### src/rtl/ctrl_types_pkg.sv
// Shared types for the cache controller stage.
// Operation codes and controller FSM states.
package ctrl_types_pkg;

  typedef enum logic [2:0] {
    OP_NOOP   = 3'd0,
    OP_READ   = 3'd1,
    OP_UPSERT = 3'd2,
    OP_DELETE = 3'd3
  } operation_e;

  typedef enum logic [1:0] {
    CTRL_ST_IDLE,
    CTRL_ST_LOOKUP,
    CTRL_ST_EXECUTE,
    CTRL_ST_DONE
  } ctrl_state_e;

endpackage

### src/rtl/cache_store.sv
// Fully-associative key/value array with parallel match,
// lowest-free search, one write port and one invalidate port.
module cache_store
  import ctrl_types_pkg::*;
#(
  parameter int KEY_W = 61,
  parameter int VAL_W = 128,
  parameter int N     = 8,
  localparam int IDX_W = $clog2(N)
) (
  input  logic             clk,
  input  logic             rst,
  input  logic [KEY_W-1:0] key,
  output logic             hit,
  output logic [IDX_W-1:0] hit_idx,
  output logic             any_free,
  output logic [IDX_W-1:0] free_idx,
  input  logic [IDX_W-1:0] rd_idx,
  output logic [VAL_W-1:0] rd_value,
  input  logic             we,
  input  logic [IDX_W-1:0] wr_idx,
  input  logic [KEY_W-1:0] wr_key,
  input  logic [VAL_W-1:0] wr_value,
  input  logic             inv,
  input  logic [IDX_W-1:0] inv_idx,
  output logic [IDX_W:0]   occupancy
);

  logic [N-1:0]     valid;
  logic [KEY_W-1:0] keys [N];
  logic [VAL_W-1:0] vals [N];

  always_ff @(posedge clk) begin
    if (rst) begin
      valid <= '0;
    end else begin
      if (we)  valid[wr_idx]  <= 1'b1;
      if (inv) valid[inv_idx] <= 1'b0;
    end
  end

  // Contents need no reset: valid bits gate them.
  always_ff @(posedge clk) begin
    if (we) begin
      keys[wr_idx] <= wr_key;
      vals[wr_idx] <= wr_value;
    end
  end

  always_comb begin
    hit      = 1'b0;
    hit_idx  = '0;
    any_free = 1'b0;
    free_idx = '0;
    for (int i = N - 1; i >= 0; i--) begin
      if (!valid[i]) begin
        any_free = 1'b1;
        free_idx = IDX_W'(i);
      end
      if (valid[i] && keys[i] == key) begin
        hit     = 1'b1;
        hit_idx = IDX_W'(i);
      end
    end
  end

  always_comb begin
    occupancy = '0;
    for (int i = 0; i < N; i++) begin
      occupancy = occupancy
                + {{IDX_W{1'b0}}, valid[i]};
    end
  end

  assign rd_value = vals[rd_idx];

endmodule

### src/rtl/cache_ctrl.sv
// Key/value cache controller: IDLE -> LOOKUP -> EXECUTE -> DONE,
// with round-robin eviction when the store is full.
module cache_ctrl
  import ctrl_types_pkg::*;
#(
  parameter int ARCHITECTURE = 64,
  parameter int NUM_ENTRIES  = 8,
  localparam int KEY_WIDTH   = ARCHITECTURE - 3,
  localparam int VALUE_WIDTH = 2 * ARCHITECTURE,
  localparam int IDX_W       = $clog2(NUM_ENTRIES)
) (
  input  logic                   clk,
  input  logic                   rst,
  input  logic                   valid_in,
  input  logic [2:0]             operation_in,
  input  logic [KEY_WIDTH-1:0]   key_in,
  input  logic [VALUE_WIDTH-1:0] value_in,
  output logic                   ready_out,
  output logic                   done_out,
  output logic                   op_succ_out,
  output logic [VALUE_WIDTH-1:0] result_out,
  output logic [IDX_W:0]         occupancy_out
);

  ctrl_state_e state, state_n;

  logic [2:0]             op_q;
  logic [KEY_WIDTH-1:0]   key_q;
  logic [VALUE_WIDTH-1:0] val_q;

  logic             hit_q, any_free_q;
  logic [IDX_W-1:0] hit_idx_q, free_idx_q;
  logic [IDX_W-1:0] victim_q;

  logic                   succ_q;
  logic [VALUE_WIDTH-1:0] result_q;

  logic             hit, any_free;
  logic [IDX_W-1:0] hit_idx, free_idx;
  logic [VALUE_WIDTH-1:0] rd_value;

  logic             we, inv, evict;
  logic [IDX_W-1:0] wr_idx;
  logic             exec_succ;
  logic [VALUE_WIDTH-1:0] exec_result;

  cache_store #(
    .KEY_W (KEY_WIDTH),
    .VAL_W (VALUE_WIDTH),
    .N     (NUM_ENTRIES)
  ) u_store (
    .clk       (clk),
    .rst       (rst),
    .key       (key_q),
    .hit       (hit),
    .hit_idx   (hit_idx),
    .any_free  (any_free),
    .free_idx  (free_idx),
    .rd_idx    (hit_idx_q),
    .rd_value  (rd_value),
    .we        (we),
    .wr_idx    (wr_idx),
    .wr_key    (key_q),
    .wr_value  (val_q),
    .inv       (inv),
    .inv_idx   (hit_idx_q),
    .occupancy (occupancy_out)
  );

  always_ff @(posedge clk) begin
    if (rst) state <= CTRL_ST_IDLE;
    else     state <= state_n;
  end

  always_comb begin
    state_n     = state;
    ready_out   = 1'b0;
    done_out    = 1'b0;
    op_succ_out = 1'b0;
    result_out  = '0;
    unique case (state)
      CTRL_ST_IDLE: begin
        ready_out = 1'b1;
        if (valid_in) state_n = CTRL_ST_LOOKUP;
      end
      CTRL_ST_LOOKUP:  state_n = CTRL_ST_EXECUTE;
      CTRL_ST_EXECUTE: state_n = CTRL_ST_DONE;
      CTRL_ST_DONE: begin
        done_out    = 1'b1;
        op_succ_out = succ_q;
        result_out  = result_q;
        state_n     = CTRL_ST_IDLE;
      end
      default: state_n = CTRL_ST_IDLE;
    endcase
  end

  always_ff @(posedge clk) begin
    if (state == CTRL_ST_IDLE && valid_in) begin
      op_q  <= operation_in;
      key_q <= key_in;
      val_q <= value_in;
    end
  end

  always_ff @(posedge clk) begin
    if (state == CTRL_ST_LOOKUP) begin
      hit_q      <= hit;
      hit_idx_q  <= hit_idx;
      any_free_q <= any_free;
      free_idx_q <= free_idx;
    end
  end

  // Store side effects exist only during EXECUTE.
  always_comb begin
    we          = 1'b0;
    inv         = 1'b0;
    evict       = 1'b0;
    wr_idx      = free_idx_q;
    exec_succ   = 1'b0;
    exec_result = '0;
    if (state == CTRL_ST_EXECUTE) begin
      unique case (1'b1)
        (op_q == OP_READ): begin
          exec_succ = hit_q;
          if (hit_q) exec_result = rd_value;
        end
        (op_q == OP_UPSERT): begin
          we        = 1'b1;
          exec_succ = 1'b1;
          if (hit_q) begin
            wr_idx = hit_idx_q;
          end else if (!any_free_q) begin
            wr_idx = victim_q;
            evict  = 1'b1;
          end
        end
        (op_q == OP_DELETE): begin
          inv       = hit_q;
          exec_succ = hit_q;
        end
        default: ;
      endcase
    end
  end

  always_ff @(posedge clk) begin
    if (rst) begin
      victim_q <= '0;
      succ_q   <= 1'b0;
      result_q <= '0;
    end else if (state == CTRL_ST_EXECUTE) begin
      succ_q   <= exec_succ;
      result_q <= exec_result;
      if (evict) victim_q <= victim_q + IDX_W'(1);
    end
  end

endmodule

### config.mk
export PLATFORM = sky130hd
export DESIGN_NAME = cache_ctrl
export DESIGN_NICKNAME = d
export VERILOG_FILES = /design/src/rtl/ctrl_types_pkg.sv /design/src/rtl/cache_store.sv /design/src/rtl/cache_ctrl.sv
export SDC_FILE = /design/constraint.sdc
export NUM_CORES = 2
export LEC_CHECK = 0
export BUFFER_PORTS_ARGS = -buffer_cell sky130_fd_sc_hd__buf_2
export CAP_MARGIN = 20
export CORE_UTILIZATION = 25
export CTS_CLUSTER_SIZE = 40
export DETAILED_ROUTE_END_ITERATION = 8
export PLACE_DENSITY_LB_ADDON = 0.05
export SLEW_MARGIN = 20
export SYNTH_ARGS = -nofsm -noshare
export SYNTH_HDL_FRONTEND = slang
export SYNTH_SLANG_ARGS = --single-unit
### constraint.sdc
create_clock -name clk -period 18.4 [get_ports clk]
set_clock_uncertainty 0.1 [all_clocks]
set_input_delay 0.92 -clock clk [delete_from_list [all_inputs] [get_ports clk]]
set_output_delay 0.92 -clock clk [all_outputs]
set_load 0.1 [all_outputs]
After elaboration in Yosys (flattened, before gate mapping)
Memory sizes are Yosys's and may differ from the RTL's. Index checks and enable logic that the tools add are counted.

Flip-flop bits (word level): 342. RAM bits: 1512. Bits of input ports: 195. Output and inout port bits: 135. Logic and storage cells: 114. Memories kept: 2.

Add/subtract/negate cells: 8. Magnitude comparators: 4. Eq/ne operators: 15. Muxes and demuxes: 46. Bitwise operators: 3. Reduce and logical (&&, ||, !) cells: 20.

Memories: u_store.vals (depth 8, bits a word 128, rd ports 1, clocked after Yosys merged registers in 0, write ports 1, RTL line cache_store.sv:31) `logic [VAL_W-1:0] vals [N];`; u_store.keys (depth 8, bits a word 61, rd ports 8, clocked after Yosys merged registers in 0, write ports 1, RTL line cache_store.sv:30) `logic [KEY_W-1:0] keys [N];`.

Operators with widths (count): == test 61 bit (8); 2-to-1 mux 128 bit (3); 2-to-1 mux 3 bit (12); adder 4 x 1 -> 4 bit (6); 2-to-1 mux 8 bit (3); 2-to-1 mux 1 bit (19); logical AND 1 bit (11); 2-to-1 mux 2 bit (5); bitwise AND 8 bit (1); < comparator 3 x 4 -> 1 bit (second input constant) (2); inverter 8 bit (1); OR 8 bit (1); case mux 2 bit (4 select lines) (1); AND reduction 7 bit (1); OR reduction 7 bit (1); demux 1 bit (select 3 bit) (2); == test 3 x 2 -> 1 bit (second input constant) (2); >= comparator 3 x 1 -> 1 bit (second input constant) (2); == test 2 bit (second input constant) (2); AND reduction 2 bit (2); AND reduction 4 bit (1); OR reduction 2 bit (2); OR reduction 4 bit (1); adder 3 x 1 -> 3 bit (second input constant) (1); 6 further kinds (6).

Logic depth before layout (Yosys ltp)
Word-level depth: 13. Depth in mapped cells: 11. Gate-level depth less buffers: 10.

Modules after synthesis
From an unflattened synthesis, not the netlist that was laid out.

Cell total of the unflattened synthesis: 3710. Area total of the unflattened synthesis: 71501.1 µm².

By module, submodules not included: cache_store (instances 1, cells each 2863, area each 59550.9 µm², seq. area each 45563.7 µm²); cache_ctrl (instances 1, cells each 847, area each 11950.2 µm², seq. area each 8688.3 µm²).

Worst setup path after synthesis
Ideal clock, no wire load.

Kind: register to register. From: register state[0]. To: memory u_store.keys[1][0] (enable). Library setup time: 972 ps. Arrival: 14241 ps. Data required time: 17328 ps. Slack: 3088 ps. Stages on the path, launching flop included: 8. Buffers on the path: 0. Clock period less this slack: 15312 ps. Cells stage by stage: dfxtp_1 -> inv_1 -> ha_1 -> and4bb_2 -> and2_1 -> a22oi_1 -> o21ai_1 -> nor3_1.

Longest elaborated chain between the ends: 4. Elaborated cells between the ends (all ways): 5. Classes of those cells: eq/ne: 1; mux: 4.

Ends and longest elaborated chain: start: declaration (RTL line cache_ctrl.sv:25) `ctrl_state_e state, state_n;`; start signal: assignment (RTL line cache_ctrl.sv:72) `else state <= state_n;`; == test 2 bit * (RTL line cache_ctrl.sv:123) `if (state == CTRL_ST_EXECUTE) begin`; 2-to-1 mux 1 bit (RTL line cache_ctrl.sv:123); 2-to-1 mux 1 bit (RTL line cache_store.sv:44) `if (we) begin`; 2-to-1 mux 1 bit (implied by the code) (RTL line cache_store.sv:45) `keys[wr_idx] <= wr_key;`; end: declaration (RTL line cache_store.sv:30).

Every way passes the cells marked *; elsewhere a longest branch is shown, timed or not.

Worst setup path after layout
From: register u_store.valid[0]. To: output occupancy_out[2].

Longest elaborated chain between the ends: 7.

Ends and longest elaborated chain: start: declaration (RTL line cache_store.sv:29) `logic [N-1:0] valid;`; start signal: assignment (RTL line cache_store.sv:35) `valid <= '0;`; start signal: indexed assignment (RTL line cache_store.sv:37) `if (we) valid[wr_idx] <= 1'b1;`; start signal: indexed assignment (RTL line cache_store.sv:38) `if (inv) valid[inv_idx] <= 1'b0;`; adder 1 x 1 -> 2 bit (RTL line cache_store.sv:71) `+ {{IDX_W{1'b0}}, valid[i]};`; adder 4 x 1 -> 4 bit (6 in a row) (RTL line cache_store.sv:71); end: declaration (RTL line cache_ctrl.sv:22) `output logic [IDX_W:0] occupancy_out`.

No other way between the ends.

==> metrics.md <==
| Metric | Value |
|---|---|
| CP max stage cell | `fa_1` |
| Most used DFF post-synth | `edfxtp_1` |
| Top-level I/O count | `330` |
| Post-detail-place hpwl | `136 mm` |
| Post-CTS Setup Inserts | `0` |
| Switching fraction of total power | `0.290` |
| CTS tree | `yes` |
| PortBufs | `329` |
| Worst r2r src | `state[0]$_SDFFE_PP0P_` |
| Fmax achieved | `197 MHz` |
| Lkg Pwr | `27.7 nW` |
| Worst hold endpoint | `val_q[112]$_DFFE_PP_` |
| FF-to-FF path depth | `11` |
| Root Driver | `clkbuf_16` |
| R2r endpoint | `u_store.vals[5][4]$_DFFE_PP_` |
| Gpl congestion | `0.769` |
| Cell family with most CP delay | `adder cells` |
| Setup TNS | `0 ps` |
| Synth top area share | `0.722` |
| Overall routing resource usage | `0.162` |
| Final WL | `237 mm` |
| Sequential area share after synthesis | `0.762` |
| Final Total Pwr | `11.1 mW` |
| Crit path cell chain | `ha_1 -> inv_1 -> fa_1 -> fa_1 -> fa_1 -> fa_1 -> xnor2_1 -> buf_2` |
| Post-route ant nets | `0` |
| Drt pass-1 iters | `5` |
| Sequential fraction of design power | `0.464` |
| Top cell by count, worst path | `fa_1` |
| Antenna violations before repair | `18` |
| Fin nets | `5027` |
| Max FO, Critical Path | `4` |
| Cts bufs inserted | `221` |
| Layout cells sized above 1 | `0.179` |
| Setup slack, reg-to-reg | `13680 ps` |
| Post-Syn Instances | `4385` |
| Syn_nets | `4592` |
| Post-synth design cell area | `0.0712 mm^2` |
| Seq cells post-synth | `1854` |
| Largest net degree at the start of global routing | `133` |
| Multi-input logic area | `0.0155 mm^2` |
| Worst Path Required | `17380 ps` |
| Commonest non-fill, non-tap cell in the layout | `edfxtp_1` |
| Die width | `536 um` |
| Vias after detailed routing | `39261` |
| DRC viols | `0` |
| Core area | `0.283 mm^2` |
| Vias in the first global route | `40392` |
| Storage cell area | `0.0543 mm^2` |
| Post-synth EDFFs | `1712` |
| Avg Inst Size Synth | `16.2 um^2` |
| Via/cell ratio | `4.48` |
| RSZ-0062 raised after global routing | `no` |
| Die area | `0.287 mm^2` |
| WL/cell | `27.0 um` |
| Pwr Density | `132 mW/mm^2` |
| Slew HR | `0.243` |
| Switching power | `3.23 mW` |
| Fill count | `27997` |
| Startpoint Class | `register` |
| Placed inst area | `0.0776 mm^2` |
| Clock-pin slew on the worst setup and hold paths | `60 ps` |
| Crit path capture type | `output pin` |
| Crit path time final | `5080 ps` |
| Die Height | `536 um` |
| Pint | `7.92 mW` |
| Row cnt | `195` |
| Leading area contributor after synthesis | `edfxtp_1` |
| Worst Tran Pin Value | `1140 ps` |
| Max H-tree Level | `4` |
| Hold path start | `value_in[112]` |
| Worst min-delay path class | `in -> reg` |
| Post-synthesis cell type count | `68` |
| Max stage delay on crit path | `540 ps` |
| Hold depth | `1` |
| Synth async-reset ratio | `0` |
| Buf/Inv on CP | `2` |
| First-pass GRT wire length | `329 mm` |
| # setup viols final | `0` |
| Crit share post-route | `0.276` |
| Max Slew Vio Count | `0` |
| Outcome | `finished clean` |
| Commonest non-fill, non-tap cells in the layout | `1712 x edfxtp_1, 328 x buf_2, 253 x a21oi_1, 223 x clkbuf_16, 211 x nand2_1` |
| Clock sinks | `1854` |
| Hold-fix buffers, CTS | `2` |
| Total gr overflow | `0` |
| Post-CTS sizing | `0` |
| YS warnings | `0` |
| Final Instance Area | `0.0845 mm^2` |
| Maximum buffer depth of the clock tree | `4` |
| DRT iter0 DRCs | `2414` |
| Worst path arrival time | `4060 ps` |
| Worst skew pair latency | `900 ps` |
| Final hold vios | `0` |
| Setup CP Type | `reg -> out` |
| Starting Density | `0.252` |
| Clk network pwr share | `0.381` |
| Worst vdd ir | `0.0878 mV` |
| Area contributors post-synth | `edfxtp_1 72%, dfxtp_1 4.0%, xor2_1 2.5%` |
| Area Growth Syn to Fin | `18.8%` |
| Power share of the combinational group | `0.155` |
| Maxcap violations | `0` |
## kinds of logic (layout without fill, tap and decap cells)
group	Yosys count	after routing	share of synthesized area
other	0	6	0
xor gates and xnor gates	353	353	0.0435
AOI/OAI and AO/OA	844	844	0.0771
muxes	236	236	0.0406
buffers and inverters	366	987	0.0235
adders and majority gates	12	12	0.00253
DFF	1854	1854	0.762
and+or+nand+nor	720	720	0.0506
## power by group through the flow
stage / registers (mW) / clock network, mW / logic, mW
floorplan: 5.23 / 0 / 0.990
global placement: 5.26 / 0 / 1.81
detailed placement: 5.26 / 0 / 1.80
CTS: 5.17 / 4.40 / 1.81
global route: 5.19 / 4.55 / 1.89
finish: 5.17 / 4.25 / 1.73
## final cells by class
cell class,instances,share of cell area
flip-flops and latches,1854,0.642
multi-input cells,2165,0.183
clock buffers,330,0.0732
well taps,3743,0.0554
repair buffers,467,0.0327
clock inverters,79,0.00875
inverters,111,0.00505
diodes,6,0.000178
## worst max-delay path by stage
stage / startpoint / endpoint / slack [ps] / depth (start not counted)
finish: u_store.valid[0]$_SDFF_PP0_ / occupancy_out[2] / 13320 / 8
global route: u_store.valid[0]$_SDFF_PP0_ / occupancy_out[2] / 13190 / 8
CTS: u_store.valid[0]$_SDFF_PP0_ / occupancy_out[2] / 13210 / 8
detailed placement: state[0]$_SDFFE_PP0P_ / u_store.vals[5][36]$_DFFE_PP_ / 13530 / 11
global placement: state[0]$_SDFFE_PP0P_ / u_store.vals[5][32]$_DFFE_PP_ / 13450 / 11
floorplan: state[0]$_SDFFE_PP0P_ / u_store.keys[1][0]$_DFFE_PP_ / 3090 / 7
## Yosys cell counts, types with 94 or more instances
cell         n
dfxtp_1    142
and2_1     136
a21oi_1    253
xor2_1     205
a22oi_1    145
clkbuf_1   117
nor2_1     172
xnor2_1    147
nand2_1    211
mux2i_1    165
inv_1       94
edfxtp_1  1712
o21ai_0    164
## state kept, by name, summed over array words and instances, names as in the netlist
signal,cells
u_store.vals,1024
u_store.keys,488
result_q,128
val_q,128
key_q,61
u_store.valid,8
free_idx_q,3
hit_idx_q,3
op_q,3
victim_q,3
state,2
any_free_q,1
hit_q,1
succ_q,1
## metal layers
metal / up-vias / wire length, um / GRT usage
li1: 17743 / - / -
met1: 20451 / 108000 / 0.219
met2: 788 / 116000 / 0.278
met3: 279 / 8400 / 0.0219
met4: 0 / 4400 / 0.0326
met5: - / 0 / 0
## stage by stage
step | utilization | hold WS, ps | instances | worst slack, ps
floorplan | - | 327 | 4385 | 3090
global placement | 0.274 | 344 | 8335 | 13450
detailed placement | 0.274 | 352 | 8338 | 13530
CTS | 0.299 | 0.350 | 8749 | 13210
global route | 0.299 | 23.1 | 8752 | 13190
finish | 0.299 | 91.1 | 8755 | 13320
Note: power is estimated with default switching activity, not from simulation.
